## config.mk

```make
export PLATFORM = sky130hd
export DESIGN_NAME = num_ascii_tx
export DESIGN_NICKNAME = d
export VERILOG_FILES = /design/src/rtl/num_ascii_pkg.sv /design/src/rtl/num_ascii_div10.sv /design/src/rtl/num_ascii_tx.sv
export SDC_FILE = /design/constraint.sdc
export NUM_CORES = 1
export LEC_CHECK = 0
export ABC_CLOCK_PERIOD_IN_PS = 2460
export CAP_MARGIN = 20
export CORE_MARGIN = 2
export CORE_UTILIZATION = 40
export DETAILED_ROUTE_END_ITERATION = 16
export PLACE_DENSITY = 0.67
export SYNTH_ARGS = -nofsm -noshare
export SYNTH_HDL_FRONTEND = slang
export SYNTH_SLANG_ARGS = --single-unit
```

## constraint.sdc

```tcl
create_clock -name clk -period 2.46 [get_ports clk]
set_input_delay 0.369 -clock clk [delete_from_list [all_inputs] [get_ports clk]]
set_output_delay 0.369 -clock clk [all_outputs]
set_load 0.03 [all_outputs]
```

## src/rtl/num_ascii_pkg.sv

```systemverilog
`default_nettype none
// ============================================================================
//  Module   : num_ascii_pkg
//  Purpose  : Shared types and constants for the number-to-ASCII UART sender:
//             FSM state encoding, terminator modes, ASCII byte values and the
//             digit-to-character mapping.
//  Revision : 1.0 - initial release
// ============================================================================
package num_ascii_pkg;

    typedef enum logic [2:0] {
        IDLE   = 3'd0,
        CONV   = 3'd1,
        SEND   = 3'd2,
        WAIT_H = 3'd3,
        WAIT_L = 3'd4,
        DONE   = 3'd5
    } state_t;

    localparam logic [1:0] TAIL_NONE      = 2'd0;
    localparam logic [1:0] TAIL_CHAR      = 2'd1;
    localparam logic [1:0] TAIL_CRLF      = 2'd2;
    localparam logic [1:0] TAIL_CHAR_CRLF = 2'd3;

    localparam logic [7:0] ASC_0     = 8'h30;
    localparam logic [7:0] ASC_A     = 8'h41;
    localparam logic [7:0] ASC_MINUS = 8'h2D;
    localparam logic [7:0] ASC_CR    = 8'h0D;
    localparam logic [7:0] ASC_LF    = 8'h0A;
    localparam logic [7:0] ASC_X     = 8'h78;

    // 0-9 -> '0'..'9', 10-15 -> 'A'..'F'
    function automatic logic [7:0] digit_to_ascii(input logic [3:0] d);
        if (d < 4'd10) begin
            return ASC_0 + {4'd0, d};
        end
        return ASC_A + {4'd0, d - 4'd10};
    endfunction

endpackage
`default_nettype wire

```

## src/rtl/num_ascii_div10.sv

```systemverilog
`default_nettype none
// ============================================================================
//  Module   : num_ascii_div10
//  Purpose  : Serial restoring divide-by-10. One quotient bit per cycle, so a
//             division takes DATA_W cycles after the start pulse. done pulses
//             for one cycle when quotient/remainder are valid; they then hold
//             until the next start.
//  Revision : 1.0 - initial release
// ============================================================================
module num_ascii_div10 #(
    parameter int DATA_W = 16
) (
    input  logic              clk,
    input  logic              rst_n,
    input  logic              start,
    input  logic [DATA_W-1:0] dividend,
    output logic [DATA_W-1:0] quotient,
    output logic [3:0]        remainder,
    output logic              done
);

    localparam int CW = $clog2(DATA_W + 1);

    logic [DATA_W-1:0] shreg;
    logic [3:0]        rem;
    logic [CW-1:0]     bits_left;
    logic              running;
    logic [4:0]        trial;
    logic              ge;
    logic [3:0]        rem_nxt;

    // Restoring step: bring in the next dividend bit and subtract 10 if it fits
    always_comb begin
        trial   = {rem, shreg[DATA_W-1]};
        ge      = (trial >= 5'd10);
        rem_nxt = ge ? 4'(trial - 5'd10) : trial[3:0];
    end

    // Shift register holds the dividend and fills with quotient bits from the LSB
    always_ff @(posedge clk or negedge rst_n) begin
        if (!rst_n) begin
            shreg     <= '0;
            rem       <= '0;
            bits_left <= '0;
            running   <= 1'b0;
            done      <= 1'b0;
        end else begin
            done <= 1'b0;
            if (start) begin
                shreg     <= dividend;
                rem       <= '0;
                bits_left <= CW'(DATA_W);
                running   <= 1'b1;
            end else if (running) begin
                shreg     <= {shreg[DATA_W-2:0], ge};
                rem       <= rem_nxt;
                bits_left <= bits_left - CW'(1);
                if (bits_left == CW'(1)) begin
                    running <= 1'b0;
                    done    <= 1'b1;
                end
            end
        end
    end

    assign quotient  = shreg;
    assign remainder = rem;

endmodule
`default_nettype wire

```

## src/rtl/num_ascii_tx.sv

```systemverilog
`default_nettype none
// ============================================================================
//  Module   : num_ascii_tx
//  Purpose  : Converts a DATA_W-bit value to decimal or uppercase hex text
//             (optional '-', zero padding, selectable terminator) and feeds it
//             byte by byte to a shared uart_tx using its start/busy handshake.
//  Options  : NUM_ASCII_HEX_PREFIX_EN - when defined, hex output is preceded
//             by "0x"; padding still counts digits only.
//  Revision : 1.0 - initial release
// ============================================================================
module num_ascii_tx
    import num_ascii_pkg::*;
#(
    parameter int DATA_W     = 16,
    parameter int MAX_DIGITS = 5
) (
    input  logic              clk,
    input  logic              rst_n,
    input  logic              start,
    input  logic [DATA_W-1:0] value,
    input  logic              is_signed,
    input  logic              hex_mode,
    input  logic [3:0]        pad_width,
    input  logic [1:0]        tail_mode,
    input  logic [7:0]        tail_char,
    input  logic              tx_busy,
    output logic              tx_start,
    output logic [7:0]        tx_data,
    output logic              busy,
    output logic              done
);

    localparam int CNT_W = ($clog2(MAX_DIGITS + 1) > 4) ? $clog2(MAX_DIGITS + 1) : 4;
    localparam int IDX_W = (MAX_DIGITS > 1) ? $clog2(MAX_DIGITS) : 1;
    localparam logic [CNT_W-1:0] MAX_CNT = CNT_W'(MAX_DIGITS);

    // Byte kinds of a frame, in transmission order
    localparam logic [3:0] K_NONE  = 4'd0;
    localparam logic [3:0] K_SIGN  = 4'd1;
`ifdef NUM_ASCII_HEX_PREFIX_EN
    localparam logic [3:0] K_PFX0  = 4'd2;
    localparam logic [3:0] K_PFXX  = 4'd3;
`endif
    localparam logic [3:0] K_DIGIT = 4'd4;
    localparam logic [3:0] K_TCHAR = 4'd5;
    localparam logic [3:0] K_CR    = 4'd6;
    localparam logic [3:0] K_LF    = 4'd7;
    localparam logic [3:0] K_END   = 4'd8;

    state_t            state;
    state_t            state_nxt;

    // Latched request
    logic [DATA_W-1:0] work;
    logic              neg_r;
    logic              hex_r;
    logic [CNT_W-1:0]  pad_r;
    logic [1:0]        tail_r;
    logic [7:0]        tchar_r;

    // Digit buffer, LSB digit at index 0
    logic [3:0]        dbuf [MAX_DIGITS];
    logic [CNT_W-1:0]  cnt;
    logic [3:0]        kind;
    logic [IDX_W-1:0]  dig_idx;

    // Divider interface
    logic              div_go;
    logic              div_done;
    logic [DATA_W-1:0] div_q;
    logic [3:0]        div_rem;

    // Combinational helpers
    logic              accept;
    logic              neg_in;
    logic [DATA_W-1:0] mag_in;
    logic [CNT_W-1:0]  pad_in;
    logic              conv_step;
    logic [3:0]        conv_digit;
    logic [DATA_W-1:0] conv_rest;
    logic [CNT_W-1:0]  cnt_inc;
    logic              conv_more;
    logic              use_char;
    logic              use_crlf;
    logic [3:0]        adv_kind;
    logic [IDX_W-1:0]  adv_idx;
    logic [7:0]        cur_byte;
    logic              strobe;

    num_ascii_div10 #(
        .DATA_W (DATA_W)
    ) u_div10 (
        .clk       (clk),
        .rst_n     (rst_n),
        .start     (div_go),
        .dividend  (work),
        .quotient  (div_q),
        .remainder (div_rem),
        .done      (div_done)
    );

    // Whether a byte kind appears in the current frame
    function automatic logic kind_used(input logic [3:0] k);
        logic app;
        case (k)
            K_SIGN:       app = neg_r;
`ifdef NUM_ASCII_HEX_PREFIX_EN
            K_PFX0,
            K_PFXX:       app = hex_r;
`endif
            K_DIGIT:      app = 1'b1;
            K_TCHAR:      app = use_char;
            K_CR, K_LF:   app = use_crlf;
            K_END:        app = 1'b1;
            default:      app = 1'b0;
        endcase
        return app;
    endfunction

    // First byte kind after cur that belongs to the frame
    function automatic logic [3:0] next_kind(input logic [3:0] cur);
        logic [3:0] res;
        res = K_END;
        for (int i = 8; i >= 1; i--) begin
            if ((4'(i) > cur) && kind_used(4'(i))) begin
                res = 4'(i);
            end
        end
        return res;
    endfunction

    // Request decode: sign handling and effective pad width
    always_comb begin
        accept = (state == IDLE) && start;
        neg_in = is_signed && !hex_mode && value[DATA_W-1];
        mag_in = neg_in ? ((~value) + DATA_W'(1)) : value;
        if (pad_width == 4'd0) begin
            pad_in = CNT_W'(1);
        end else if (CNT_W'(pad_width) > MAX_CNT) begin
            pad_in = MAX_CNT;
        end else begin
            pad_in = CNT_W'(pad_width);
        end
    end

    // Terminator decode
    always_comb begin
        use_char = 1'b0;
        use_crlf = 1'b0;
        case (tail_r)
            TAIL_NONE:      ;
            TAIL_CHAR:      use_char = 1'b1;
            TAIL_CRLF:      use_crlf = 1'b1;
            TAIL_CHAR_CRLF: begin
                use_char = 1'b1;
                use_crlf = 1'b1;
            end
        endcase
    end

    // One conversion step: a nibble per cycle in hex, a finished division in decimal
    always_comb begin
        conv_step  = (state == CONV) && (hex_r || div_done);
        conv_digit = hex_r ? work[3:0] : div_rem;
        conv_rest  = hex_r ? (work >> 4) : div_q;
        cnt_inc    = cnt + CNT_W'(1);
        conv_more  = ((conv_rest != '0) || (cnt_inc < pad_r)) && (cnt_inc < MAX_CNT);
    end

    // Byte selection and advance to the following byte after each handshake
    always_comb begin
        if ((kind == K_DIGIT) && (dig_idx != '0)) begin
            adv_kind = K_DIGIT;
            adv_idx  = dig_idx - IDX_W'(1);
        end else begin
            adv_kind = next_kind(kind);
            adv_idx  = dig_idx;
        end
        case (kind)
            K_SIGN:  cur_byte = ASC_MINUS;
`ifdef NUM_ASCII_HEX_PREFIX_EN
            K_PFX0:  cur_byte = ASC_0;
            K_PFXX:  cur_byte = ASC_X;
`endif
            K_DIGIT: cur_byte = digit_to_ascii(dbuf[dig_idx]);
            K_TCHAR: cur_byte = tchar_r;
            K_CR:    cur_byte = ASC_CR;
            K_LF:    cur_byte = ASC_LF;
            default: cur_byte = 8'h00;
        endcase
    end

    // Request latch, digit buffer fill and frame position tracking
    always_ff @(posedge clk or negedge rst_n) begin
        if (!rst_n) begin
            work    <= '0;
            neg_r   <= 1'b0;
            hex_r   <= 1'b0;
            pad_r   <= '0;
            tail_r  <= '0;
            tchar_r <= '0;
            cnt     <= '0;
            kind    <= K_NONE;
            dig_idx <= '0;
            div_go  <= 1'b0;
            for (int i = 0; i < MAX_DIGITS; i++) begin
                dbuf[i] <= '0;
            end
        end else begin
            div_go <= 1'b0;
            if (accept) begin
                work    <= mag_in;
                neg_r   <= neg_in;
                hex_r   <= hex_mode;
                pad_r   <= pad_in;
                tail_r  <= tail_mode;
                tchar_r <= tail_char;
                cnt     <= '0;
                kind    <= K_NONE;
                dig_idx <= '0;
                div_go  <= !hex_mode;
            end
            if (conv_step) begin
                dbuf[IDX_W'(cnt)] <= conv_digit;
                cnt               <= cnt_inc;
                work              <= conv_rest;
                if (conv_more) begin
                    div_go <= !hex_r;
                end else begin
                    // cnt is the index of the digit just stored: the most significant one
                    kind    <= next_kind(K_NONE);
                    dig_idx <= IDX_W'(cnt);
                end
            end
            if ((state == WAIT_L) && !tx_busy) begin
                kind    <= adv_kind;
                dig_idx <= adv_idx;
            end
        end
    end

    // FSM state register
    always_ff @(posedge clk or negedge rst_n) begin
        if (!rst_n) begin
            state <= IDLE;
        end else begin
            state <= state_nxt;
        end
    end

    // FSM next-state logic
    always_comb begin
        state_nxt = state;
        case (state)
            IDLE:   if (start) state_nxt = CONV;
            CONV:   if (conv_step && !conv_more) state_nxt = SEND;
            SEND:   if (!tx_busy) state_nxt = WAIT_H;
            WAIT_H: if (tx_busy) state_nxt = WAIT_L;
            WAIT_L: if (!tx_busy) state_nxt = (adv_kind == K_END) ? DONE : SEND;
            DONE:   state_nxt = IDLE;
            default: state_nxt = IDLE;
        endcase
    end

    // FSM outputs
    always_comb begin
        busy   = (state != IDLE) && (state != DONE);
        done   = (state == DONE);
        strobe = (state == SEND) && !tx_busy;
    end

    // Byte strobe register; tx_data only changes together with a strobe
    always_ff @(posedge clk or negedge rst_n) begin
        if (!rst_n) begin
            tx_start <= 1'b0;
            tx_data  <= 8'h00;
        end else begin
            tx_start <= strobe;
            if (strobe) begin
                tx_data <= cur_byte;
            end
        end
    end

endmodule
`default_nettype wire

```

# ---- Yosys cells after proc, flatten, opt, wreduce, memory -nomap -nowiden
# Index checks and enable logic that the tools add are counted.
# Widths: inputs -> output; s select.
dict set report word_totals {
  reg_bits 103
  in_bits 36
  output_inout_bits 11
}
dict set report op_classes {
  addsub 8
  magnitude_cmp 15
  eq_ne 22
  n_mux 82
  bitwise_logic 3
  n_reduce_logical 34
}
# op n
set ops {}
lappend ops {{$mux 4} 28}
lappend ops {{$mux 16} 6}
lappend ops {{$pmux 8 s5} 1}
lappend ops {{$mux 3} 11}
lappend ops {{$mux 1} 28}
lappend ops {{$bwmux 20} 1}
lappend ops {{$logic_and 1x1->1} 18}
lappend ops {{$add 16x1->16 const B} 1}
lappend ops {{$eq 4x3->1 const B} 4}
lappend ops {{$gt 3x4->1 const A} 4}
lappend ops {{$mux 8} 2}
lappend ops {{$not 16->16} 1}
lappend ops {{$reduce_bool 16->1} 1}
lappend ops {{$pmux 3 s5} 1}
lappend ops {{$bmux 4 s3} 1}
lappend ops {{$demux 4 s3} 1}
lappend ops {{$mux 5} 2}
lappend ops {{$ne 2x2->1 const B} 5}
lappend ops {{$add 7x4->8 const A} 1}
lappend ops {{$ge 4x4->1 const B} 2}
lappend ops {{$gt 2x4->1 const A} 2}
lappend ops {{$not 3->4} 2}
lappend ops {{$sub 4x4->4 const B} 2}
lappend ops {{$add 6x4->7 const A} 1}
lappend ops {{other kinds (28)} 38}

# ---- Depth between registers and ports, before layout
dict set report depth {
  word_depth 17
  depth_mapped 9
  mapped_depth_nobuf 8
}

# ---- By module
# From an unflattened synthesis, not the netlist that was laid out.
dict set report unflattened {
  cells_unflattened 639
  hier_area_um2 5886.9
}
# module n_inst cells_each area_each_um2 seq_area_each_um2
set modules_own_cells {}
lappend modules_own_cells {num_ascii_tx 1 513 4560.6 1901.8}
lappend modules_own_cells {num_ascii_div10 1 126 1326.3 675.6}

# ---- Least setup slack after synthesis
# Ideal clock, no wire load.
dict set report synth_timing {
  path_type {register to register}
  start {register cnt[2]}
  end {register dig_idx[0]}
  setup_time_ps 95
  t_arrival_ps 2126
  path_slack_ps 239
  path_stages_with_launch 10
  path_cell_list {dfrtp_1 -> buf_2 -> nand3_1 -> xnor2_1 -> ha_1 -> a2111oi_0 -> or3_1 -> o21a_2 -> o311a_1 -> o31ai_1}
}
dict set report synth_between {
  elab_chain_len 7
}
# element line_no
set synth_rtl {}
lappend synth_rtl {{from (decl)} num_ascii_tx.sv:63} ;# logic [CNT_W-1:0] cnt;
lappend synth_rtl {{from (signal assigned)} num_ascii_tx.sv:225} ;# cnt <= cnt_inc;
lappend synth_rtl {{$add 4x1->4 (*)} num_ascii_tx.sv:166} ;# cnt_inc = cnt + CNT_W'(1);
lappend synth_rtl {{$lt 4x4->1} num_ascii_tx.sv:167} ;# conv_more = ((conv_rest != '0) || (cnt_inc < pad_r)) && (cnt_inc < MAX_CNT);
lappend synth_rtl {{$logic_or 1x1->1} num_ascii_tx.sv:167}
lappend synth_rtl {{$logic_and 1x1->1 (*)} num_ascii_tx.sv:167}
lappend synth_rtl {{$mux 3 (*)} num_ascii_tx.sv:227} ;# if (conv_more) begin
lappend synth_rtl {{$mux 3 (*)} num_ascii_tx.sv:223} ;# if (conv_step) begin
lappend synth_rtl {{$mux 3 (*)} num_ascii_tx.sv:235} ;# if ((state == WAIT_L) && !tx_busy) begin
lappend synth_rtl {{to (signal assigned)} num_ascii_tx.sv:232} ;# dig_idx <= IDX_W'(cnt);
lappend synth_rtl {{to (signal assigned)} num_ascii_tx.sv:237} ;# dig_idx <= adv_idx;
lappend synth_rtl {{to (decl)} num_ascii_tx.sv:65} ;# logic [IDX_W-1:0] dig_idx;
# Mark *: on every way between the ends. The rest lies on a longest branch, timed or not.
# A chain may end at the register's enable or synchronous reset.

# ---- Worst setup path after layout
dict set report layout_timing {
  start {register dig_idx[0]}
  end {register tx_data[2]}
}
dict set report layout_between {
  elab_chain_len 9
}
# element line_no
set layout_rtl {}
lappend layout_rtl {{$not 3->4 (implied by the code) (*)} num_ascii_tx.sv:185} ;# K_DIGIT: cur_byte = digit_to_ascii(dbuf[dig_idx]);
lappend layout_rtl {{$bmux 4 s3 (*)} num_ascii_tx.sv:185}
lappend layout_rtl {{$mux 4 (implied by the code) (*) (2 in series)} num_ascii_tx.sv:185}
lappend layout_rtl {{branches (longest 3 deep; another with $add 7x4->8)} n/a}
lappend layout_rtl {{$mux 8 (*)} num_ascii_pkg.sv:37} ;# return ASC_A + {4'd0, d - 4'd10};
lappend layout_rtl {{$pmux 8 s5 (*)} num_ascii_tx.sv:179} ;# case (kind)
lappend layout_rtl {{to (signal assigned)} num_ascii_tx.sv:280} ;# tx_data <= cur_byte;
lappend layout_rtl {{to (decl)} num_ascii_tx.sv:28} ;# output logic [7:0] tx_data,
# Every way passes the cells marked *. The select of a mux whose other input is x is not followed.

==> flow_summary.json <==
{
  "run_status": "complete, no violations",
  "chipWidth_um": 124,
  "grt_setup_unrepaired": "no",
  "area_growth_pct": 17.2,
  "timing_hold_violations_final": 0,
  "dpl.cell_count": 829,
  "first_pass_iters": 5,
  "grt_pass1_wl_um": 22500,
  "cts_tree": "done",
  "grtUsageTotal_pct": 18.7,
  "netlist_instances": 620,
  "initial_core_util_pct": 41.2,
  "worst_setup_path_start_kind": "register",
  "peakVddDrop_mv": 0.634,
  "timing.critical_path.arrival_ns": 2.54,
  "synth_top_flop_cell": "sky130_fd_sc_hd__dfrtp_1",
  "num_antenna_cells": 0,
  "clock_power_share_pct": 16.3,
  "setup-tns-final_ns": 0,
  "layout.nets": 708,
  "timing_worst_setup_path_type": "reg -> reg",
  "io_buffers": 46,
  "die_area_sq_um": 15400,
  "warning_count_from_the_yosys_run": 0,
  "netlist_area_sq_um": 5770,
  "core_sq_um": 14000,
  "post_place_worst_slack_ns": 0.116,
  "swShare_pct": 42.7,
  "critical_path_buf_inv_count": 0,
  "crit_fanout": 7,
  "ctsLongestPathBuffers": 2,
  "detail_route.wl_per_cell_um": 15.9,
  "fin_crit_sh_pct": 93.8,
  "cellLeakagePower_nw": 2.89,
  "detail_route.iter0.violations": 370,
  "htree_levels": 3,
  "critical_path.slowest_cell": "sky130_fd_sc_hd__mux4_2",
  "worst-slew-pin-transition_ns": 0.683,
  "vias": 4729,
  "count_of_endpoints_failing_setup_in_the_final_report": 0,
  "highest_clock_frequency_the_design_can_meet_mhz": 433,
  "skew_pair_late_insertion_delay_ns": 0.36,
  "power_switching_mw": 3.68,
  "timing.hold.ws_ns": 0.000186,
  "numCtsBuffers": 9,
  "regArea_sq_um": 2580,
  "cts.reportedPaths.clkPinSlew_ns": 0.07,
  "ctsHoldBuffers": 0,
  "power.share.sequential_pct": 37.3,
  "design_power_total_mw": 8.61,
  "globalRoute.totalOverflow": 0,
  "hpwl_um": 9830,
  "synth.net_count": 668,
  "critical-path-top-cell-by-count": "sky130_fd_sc_hd__nor2_1",
  "period_needed_ns": 2.31,
  "synthTopCellsByArea": "sky130_fd_sc_hd__dfrtp_1 (45%), sky130_fd_sc_hd__nand2_1 (6.2%), sky130_fd_sc_hd__mux2i_1 (5.9%)",
  "timing.hold.worst.class": "in -> async",
  "fin_worst_skew_ns": 0.0142,
  "setup_slack_ns": 0.152,
  "seq_area_frac_synth_pct": 44.7,
  "drt_drc_violations_left": 0,
  "worstPathCellList": "mux4_2 > a22oi_2 > ha_1 > xnor2_1 > nor2_1 > nor2_1 > a221o_1",
  "final_common_cell": "sky130_fd_sc_hd__dfrtp_1",
  "multi_input_combinational_cell_area_sq_um": 2960,
  "die_y_um": 124,
  "critical_path.max_stage_delay_ns": 0.56,
  "max-cap-violations": 0,
  "grt_pass1_vias": 4655,
  "share_of_the_synthesized_area_in_the_top_cell_type_pct": 44.7,
  "synth_cell_types": 69,
  "detail-route-antenna-nets": 0,
  "final_cell_count_no_fill": 845,
  "floorplan.io_pins": 47,
  "cts_num_sinks": 103,
  "slew-limit-headroom_pct": 54.5,
  "number_of_flip_flops_and_latches_in_the_synthesized_netlist": 103,
  "mostFrequentLayoutCells": "sky130_fd_sc_hd__dfrtp_1 (103), sky130_fd_sc_hd__nand2_1 (96), sky130_fd_sc_hd__nor2_1 (56)",
  "proportion_of_register_bits_with_asynchronous_set_or_reset_after_synthesis_pct": 100,
  "powerDensity_nw_per_um2": 1270,
  "syn-mean-instance-area_sq_um": 9.30,
  "p_comb_share_pct": 46.4,
  "number_of_antenna_violations_at_the_first_check_in_global_routing": 0,
  "num-fill-cells": 1311,
  "synth_edf_count": 0,
  "pin_count_of_the_biggest_net_entering_global_routing": 44,
  "slew_viol_final": 0,
  "buffer_type_at_the_clock_tree_root": "sky130_fd_sc_hd__clkbuf_16",
  "yosysTopAreaCell": "sky130_fd_sc_hd__dfrtp_1",
  "drt-total-wl_um": 13500,
  "avgViaCountPerCell": 5.60,
  "cp-end-kind": "register",
  "layout_cell_share_with_drive_strength_beyond_1_pct": 9.02,
  "routabilityCongestion": 0.859,
  "crit_family": "multiplexers",
  "internal-power_mw": 4.93,
  "placementRows": 43,
  "critical_path_data_required_time_ns": 2.69
}
-- through the flow --
step	utilization (%)	area [sq um]
6_report	48.3	6760
5_1_grt	48.3	6760
4_1_cts	48.3	6760
3_5_place_dp	46.2	6470
3_3_place_gp	46.2	6470
2_1_floorplan	-	5770
-- state kept, by name, indices dropped and copies added (netlist names), 2 cells and up --
name	cells
tail_r	2
tx_data	8
work	16
dbuf	20
u_div10.remainder	4
cnt	4
pad_r	4
u_div10.bits_left	5
dig_idx	3
kind	4
u_div10.quotient	16
state	3
tchar_r	8
-- what timing repair did --
item | 4_1_cts | 5_1_grt
gates resized for setup | 0 | 1
setup buffers | 0 | 0
setup endpoints to repair | 0 | 1
-- final timing paths --
check	startpoint	end	slack [ns]	cells past startpoint
max	dig_idx[0]$_DFFE_PN0P_	tx_data[2]$_DFFE_PN0P_	0.15	7
min	rst_n	dig_idx[2]$_DFFE_PN0P_	0.0002	1
max reg2reg	dig_idx[0]$_DFFE_PN0P_	tx_data[2]$_DFFE_PN0P_	0.15	7
min reg2reg	tx_data[7]$_DFFE_PN0P_	tx_data[7]$_DFFE_PN0P_	0.48	2
max in group asynchronous	rst_n	work[8]$_DFFE_PN0P_	1.67	2
min in group clk	tx_data[7]$_DFFE_PN0P_	tx_data[7]$_DFFE_PN0P_	0.48	2
-- final cells by class --
| class | count | share of cell area (%) |
|---|---|---|
| timing repair buffer | 65 | 9.25 |
| tap | 180 | 3.33 |
| inverter | 22 | 1.22 |
| multi-input combinational | 459 | 43.8 |
| clock buffer | 10 | 3.54 |
| clock inverter | 6 | 0.740 |
| sequential | 103 | 38.1 |
-- cell usage after synthesis (all sizes together), types with 2 or more instances --
cell	instances
dfrtp	103
nand2	96
nor2	57
o21ai	45
a21oi	38
mux2i	34
inv	22
nand3	20
buf	18
clkbuf	18
nor3	14
o221ai	14
xnor2	14
ha	12
nor4	11
a22oi	10
xor2	10
a211oi	8
nand2b	8
o211ai	5
o31ai	5
a31oi	4
mux4	4
nor2b	4
nor3b	4
nor4b	4
nand4	3
o22ai	3
or2	3
a21boi	2
a21o	2
a221o	2
and2	2
nand3b	2
o21a	2
or3	2
-- per-layer routing --
layer	wire (um)	up-vias	global-route usage, %
met5	0	-	0
met4	252	0	6.74
met3	608	17	4.08
met2	6710	126	31.6
met1	5890	2296	23.5
li1	-	2290	-
-- worst reg2reg max path, stage by stage, from the launching register on --
cell                      delay (ns)
sky130_fd_sc_hd__dfrtp_1        0.54
sky130_fd_sc_hd__mux4_2         0.56
sky130_fd_sc_hd__a22oi_2        0.24
sky130_fd_sc_hd__ha_1           0.29
sky130_fd_sc_hd__xnor2_1        0.13
sky130_fd_sc_hd__nor2_1         0.09
sky130_fd_sc_hd__nor2_1         0.05
sky130_fd_sc_hd__a221o_1        0.29
-- cells by family (layout without fill, tap and decap cells) --
logic type	after synthesis	in the layout	synth area share, %
AOI/OAI and AO/OA	151	151	17.4
xor gates and xnor gates	24	24	3.64
and+or+nand+nor	234	234	20.0
DFF	103	103	44.7
buffers and inverters	58	103	4.23
muxes	38	38	7.46
adders and majority gates	12	12	2.60
-- power groups by stage --
| stage | Combinational [mW] | Sequential, mW | Clock, mW |
|---|---|---|---|
| after global placement | 3.84 | 3.21 | 0 |
| final | 4.00 | 3.22 | 1.40 |
| after floorplan | 3.06 | 2.98 | 0 |
| after global routing | 4.49 | 3.33 | 1.50 |
| after CTS | 4.01 | 3.21 | 1.43 |
| after detailed placement | 3.99 | 3.24 | 0 |
Note: power is estimated with default switching activity, not from simulation.
